## src/rtl/input_vc_buffer.sv

```systemverilog
// Receive-side input buffer for one router port: sorts link flits into
// per-VC circular FIFOs, presents the selected VC's head and returns credits.
`ifndef VCHW
`define VCHW 0
`endif
`ifndef DATAW
`define DATAW 7
`endif

module input_vc_buffer #(
    parameter int NUM_VC = 1 << (`VCHW + 1),
    parameter int DEPTH  = 4,
    parameter int PTRW   = $clog2(DEPTH)
) (
    input  logic              clk,
    input  logic              rst,
    input  logic [`DATAW:0]   idata,
    input  logic              ivalid,
    input  logic [`VCHW:0]    ivch,
    input  logic [`VCHW:0]    rd_vch,
    input  logic              rd_en,
    output logic [`DATAW:0]   odata,
    output logic [NUM_VC-1:0] ovc_empty,
    output logic [NUM_VC-1:0] ovc_full,
    output logic              ocredit_valid,
    output logic [`VCHW:0]    ocredit_vch,
    output logic              oovf_err
);
    localparam logic [PTRW:0] FULL_CNT = (PTRW + 1)'(DEPTH);

    logic [`DATAW:0]   mem    [NUM_VC][DEPTH];
    logic [PTRW-1:0]   wr_ptr [NUM_VC];
    logic [PTRW-1:0]   rd_ptr [NUM_VC];
    logic [PTRW:0]     count  [NUM_VC];

    logic              pop_ok;
    logic              wr_ok;
    logic [NUM_VC-1:0] wr_hit;
    logic [NUM_VC-1:0] rd_hit;
    logic              credit_valid;
    logic [`VCHW:0]    credit_vch;
    logic              ovf_err;

    // A write to a full VC is still accepted when that same VC pops this cycle.
    always_comb begin
        wr_hit = '0;
        rd_hit = '0;
        pop_ok = rd_en && (count[rd_vch] != '0);
        wr_ok  = ivalid && ((count[ivch] != FULL_CNT) || (pop_ok && (rd_vch == ivch)));
        if (wr_ok) begin
            wr_hit[ivch] = 1'b1;
        end
        if (pop_ok) begin
            rd_hit[rd_vch] = 1'b1;
        end
    end

    always_ff @(posedge clk) begin
        if (wr_ok) begin
            mem[ivch][wr_ptr[ivch]] <= idata;
        end
    end

    always_ff @(posedge clk) begin
        if (rst) begin
            for (int unsigned v = 0; v < NUM_VC; v++) begin
                wr_ptr[v] <= '0;
                rd_ptr[v] <= '0;
                count[v]  <= '0;
            end
            credit_valid <= 1'b0;
            credit_vch   <= '0;
            ovf_err      <= 1'b0;
        end else begin
            for (int unsigned v = 0; v < NUM_VC; v++) begin
                if (wr_hit[v]) begin
                    wr_ptr[v] <= wr_ptr[v] + PTRW'(1);
                end
                if (rd_hit[v]) begin
                    rd_ptr[v] <= rd_ptr[v] + PTRW'(1);
                end
                if (wr_hit[v] && !rd_hit[v]) begin
                    count[v] <= count[v] + (PTRW + 1)'(1);
                end else if (!wr_hit[v] && rd_hit[v]) begin
                    count[v] <= count[v] - (PTRW + 1)'(1);
                end
            end
            credit_valid <= pop_ok;
            credit_vch   <= pop_ok ? rd_vch : '0;
            if (ivalid && !wr_ok) begin
                ovf_err <= 1'b1;
            end
        end
    end

    always_comb begin
        for (int unsigned v = 0; v < NUM_VC; v++) begin
            ovc_empty[v] = (count[v] == '0);
            ovc_full[v]  = (count[v] == FULL_CNT);
        end
    end

    assign odata         = mem[rd_vch][rd_ptr[rd_vch]];
    assign ocredit_valid = credit_valid;
    assign ocredit_vch   = credit_vch;
    assign oovf_err      = ovf_err;

endmodule

```

## config.mk

```make
export PLATFORM = sky130hd
export DESIGN_NAME = input_vc_buffer
export DESIGN_NICKNAME = d
export VERILOG_FILES = /design/src/rtl/input_vc_buffer.sv
export SDC_FILE = /design/constraint.sdc
export NUM_CORES = 1
export LEC_CHECK = 0
export BUFFER_PORTS_ARGS = -buffer_cell sky130_fd_sc_hd__clkbuf_2
export CAP_MARGIN = 15
export CORE_AREA = 2 2 105 107
export DETAILED_ROUTE_END_ITERATION = 10
export DIE_AREA = 0 0 107 109
export RECOVER_POWER = 25
export SLEW_MARGIN = 20
export SYNTH_ARGS = -nofsm -noshare
export SYNTH_HDL_FRONTEND = slang
export SYNTH_SLANG_ARGS = --single-unit
```

## constraint.sdc

```tcl
create_clock -name clk -period 5 [get_ports clk]
set_input_delay 0.25 -clock clk [delete_from_list [all_inputs] [get_ports clk]]
set_output_delay 0.25 -clock clk [all_outputs]
set_load 0.02 [all_outputs]
```

# Yosys cells after proc, flatten, opt, wreduce, memory -nomap -nowiden
# Memory sizes are Yosys's and may differ from the RTL's.
# Index checks and enable logic that the tools add are counted.
[totals]
regBits = 3
mem_bits_rw = 78
input_bits = 14
wordCells = 107
mem_count = 4
[mem_list]
columns = ["memory", "words", "word_bits", "read_ports", "rd_ports_with_merged_regs", "write_ports", "line", "rtl"]
rows = [
  ["mem", 2, 32, 1, 0, 1, "31", "logic [`DATAW:0] mem [NUM_VC][DEPTH];"],
  ["count", 2, 3, 4, 0, 2, "34", "logic [PTRW:0] count [NUM_VC];"],
  ["rd_ptr", 2, 2, 3, 0, 2, "33", "logic [PTRW-1:0] rd_ptr [NUM_VC];"],
  ["wr_ptr", 2, 2, 3, 0, 2, "32", "logic [PTRW-1:0] wr_ptr [NUM_VC];"],
]
[op_classes]
add_sub_neg = 8
n_lt_le_gt_ge = 7
eq_ne = 4
mux = 49
n_bitwise = 11
reduce_logical = 21
[op_table]
columns = ["cell", "n"]
rows = [
  ["2-to-1 mux 32 bit", 1],
  ["2-to-1 mux 1 bit", 31],
  ["2-to-1 mux 8 bit", 3],
  ["binary-select mux 8 bit (select 2 bit)", 1],
  ["demux 8 bit (select 2 bit)", 1],
  ["2-to-1 mux 2 bit", 6],
  ["2-to-1 mux 3 bit", 4],
  ["logical AND 1 bit", 11],
  ["adder 2 x 1 -> 2 bit, second input constant", 4],
  ["OR 1 bit", 8],
  ["adder 3 x 1 -> 3 bit, second input constant", 2],
  ["== test 3 bit, second input constant", 2],
  ["greater-or-equal comparator 3 bit, second input constant", 2],
  ["logical NOT 3 bit", 2],
  ["inverter 2 -> 3 bit", 2],
  ["subtractor 3 x 1 -> 3 bit, second input constant", 2],
  ["logical NOT 1 bit", 5],
  ["< comparator 1 x 2 -> 1 bit, second input constant", 2],
  ["< comparator 3 x 1 -> 1 bit, second input constant", 1],
  ["!= test 3 bit, second input constant", 1],
  ["nonzero test 3 bit", 1],
  ["demux 1 bit (select 1 bit)", 2],
  ["greater-or-equal comparator 1 bit, second input constant", 2],
  ["OR reduction 2 bit", 1],
  ["3 further kinds", 3],
]

# Longest topological paths before layout
# An unclocked memory read counts as a cell.
[logic_depth]
depth_word = 14
ltp_mapped = 8

# Least setup slack after synthesis
# OpenSTA, ideal clock, no wires.
[synth_path]
path_kind = "register to register"
startpoint = "memory count[0][1] (netlist bit)"
endpoint = "memory count[0][2] (netlist bit) (data pin)"
arrival_ns = 1.983
path_slack_ns = 2.749
stages_incl_launch_ff = 9
path_buffers = 0
path_cell_list = "edfxtp_1 or3b_4 o21ai_4 nand3_1 fa_1 xor2_1 nor2_1 o211ai_1 o31ai_1"
[synth_lines]
columns = ["item", "line"]
rows = [
  ["from (decl)", "34"],
]

==> results.ini <==
[outcome]
status = completed

[critical_path]
worst_setup_path_start_kind = flop
critPathCaptureType = primary output
cpPeakStageDelay_ns = 0.80
path_cells = mux4_2, mux2_2, clkbuf_2
required_ns = 4.75
crit_type = reg -> out
crit_path_top_delay_cell = edfxtp_1
critPathArrivalTime_ns = 2.19
reg2reg_depth = 8
critPathMaxFanout = 10

[layout]
area_growth_pct = 13.5
diodes = 0
final_util = 0.384
fin_nets = 271
layout-drive-gt1-share = 0.275

[synthesis]
netlist_instances = 218
synth-seq-cells = 81
ys_types = 47
synth_top_area_frac = 0.652
synth_top_area_cell = edfxtp_1
ys_top_cells_by_area = edfxtp_1 65%, mux4_2 10%, mux2_2 2.5%, nor2_1 2.0%, dfxtp_1 1.7%
syn_area_per_cell_um2 = 16.5
syn-cell-area_um2 = 3590
synth-seq-area-share = 0.669
synth_nets = 236
yosys_warnings = 0

[global_routing]
overflow = 0
grt_pass1_wl_mm = 10.6
grt_use_total = 0.124
grt_max_degree = 17
grt_pass1_vias = 1973
antenna_found_initial = 0

[sta]
rsz0062_at_grt = no
finalSetupViolCount = 0
tns_ns = 0
slew_headroom = 0.374
post-route-min-period_ns = 2.44
slew_violations = 0
fin_ws_ns = 2.56
post-route-period-util = 0.488
fin_worst_skew_ns = 0.0117
max_freq_mhz = 410
hold_violations = 0
worst_pin_slew_ns = 0.935

[clock_network]
path_clk_slew_ns = 0.08
cts_root_buffer = clkbuf_8
cts_resized = 0
post_cts_buffers = 0
ctsLongestPathBuffers = 2
clock-sinks = 81
h-tree-depth = 3
clock_latency_ns = 0.36
cts_tree = done
cts_made_buffers = 9
ctsHoldBuffers = 0

[min_path]
whs_path_depth = 1
hp-class = in -> reg

[place]
dp_slack_ns = 2.44
dp_hpwl_mm = 4.34
place_congestion = 0.770
io_buffers = 28

[route]
antenna_left = 0
drc_errors = 0
drt-initial-drc-count = 89
vias = 1947
drt-pass1-iter-count = 4
avgViaCountPerCell = 4.89
wl_mm = 6.68
detail_route.wl_per_cell_um = 16.8

[pwr]
power_density_nw_per_um2 = 370
p_leak_nw = 1.38
peakVddDrop_v = 0.000132

[floorplanning]
rows = 38
dieArea_um2 = 11700
ios = 29
start_util = 0.339
core_area_um2 = 10600
die-height_um = 109
die_x_um = 107

[job]
maxCapViolCount = 0

-- cells by family after synthesis --
kind of cell,Yosys count,synth area share
flip-flops,81,0.669
AND/OR/NAND/NOR,53,0.0749
AO/OA/AOI/OAI,34,0.0753
multiplexers,25,0.129
buffers and inverters,16,0.0230
XOR/XNOR,5,0.0122
adder cells (fa/ha/maj),4,0.0160
-- worst paths after layout --
kind | start | endpoint | slack (ns)
setup / recovery | rd_ptr[1][0] | odata[5] | 2.56
hold / removal | idata[5] | mem[1][21] | 0.20
setup reg to reg | count[0][1] | count[0][2] | 2.57
hold reg to reg | oovf_err | oovf_err | 0.48
-- power breakdown --
group | leakage [nW] | internal [mW] | total (mW) | switching, mW
clock network | 0.0990 | 0.238 | 0.489 | 0.252
registers | 0.753 | 0.779 | 0.806 | 0.0274
logic | 0.528 | 0.0911 | 0.211 | 0.120
-- routing by layer --
layer	vias up	wire, um	share of wire	GRT usage
li1	922	-	-	-
met1	982	3110	0.47	0.160
met2	34	3170	0.47	0.198
met3	9	293	0.044	0.0400
met4	0	104	0.016	0.0445
met5	-	0	0	0
-- synth_stat cells (all sizes together) --
cell type	number
edfxtp	78
nor2	19
mux4	16
nand2	11
inv	9
mux2	8
buf	6
o21ai	6
a21oi	5
o211ai	5
a211oi	4
nand3	4
nor3	4
xnor2	4
a21boi	3
dfxtp	3
ha	3
nand2b	3
and2	2
and2b	2
nor2b	2
nor3b	2
o211a	2
a21o	1
a22o	1
a311oi	1
a31oi	1
and3b	1
clkbuf	1
fa	1
mux2i	1
nand4	1
o2111ai	1
o21a	1
o311a	1
o31ai	1
o41ai	1
or2	1
or3b	1
xor2	1
-- area by class of cell --
| type | instances | area [um^2] |
|---|---|---|
| fillers | 998 | 6530 |
| clock buffers | 10 | 128 |
| well taps | 140 | 175 |
| repair buffers | 31 | 154 |
| multi-input cells | 121 | 1100 |
| clock inverters | 6 | 75.1 |
| inverters | 9 | 33.8 |
| flip-flops and latches | 81 | 2400 |
-- stage by stage --
stage	cell area, um^2	power, mW	hold WS (ns)	std cells
2_1_floorplan	3590	0.973	0.349	218
3_3_place_gp	3880	1.03	0.458	382
3_5_place_dp	3880	1.04	0.454	382
4_1_cts	4080	1.52	0.171	398
5_1_grt	4070	1.57	0.211	398
6_report	4070	1.51	0.196	398
-- cells in the final DEF (no fill, tap or decap), types with 4 or more instances in the layout --
cell type	instances
edfxtp_1	78
clkbuf_2	21
nor2_1	19
mux4_2	16
nand2_1	11
inv_1	9
clkbuf_8	9
mux2_2	8
clkbuf_1	8
a21oi_1	5
o211ai_1	5
nand3_1	4
xnor2_1	4
-- flip-flops by register name (all words and copies together), names as in the netlist --
name and cells:
mem 64, count 6, rd_ptr 4, wr_ptr 4, ocredit_valid 1, ocredit_vch 1, oovf_err 1
-- worst max-delay path, delay by kind of cell, from the launching register on --
family	cells	cell delay [ns]
buffers and inverters	1	0.16
flip-flops	1	0.80
multiplexers	2	0.88
No activity file was read; power rests on OpenSTA's default activity.
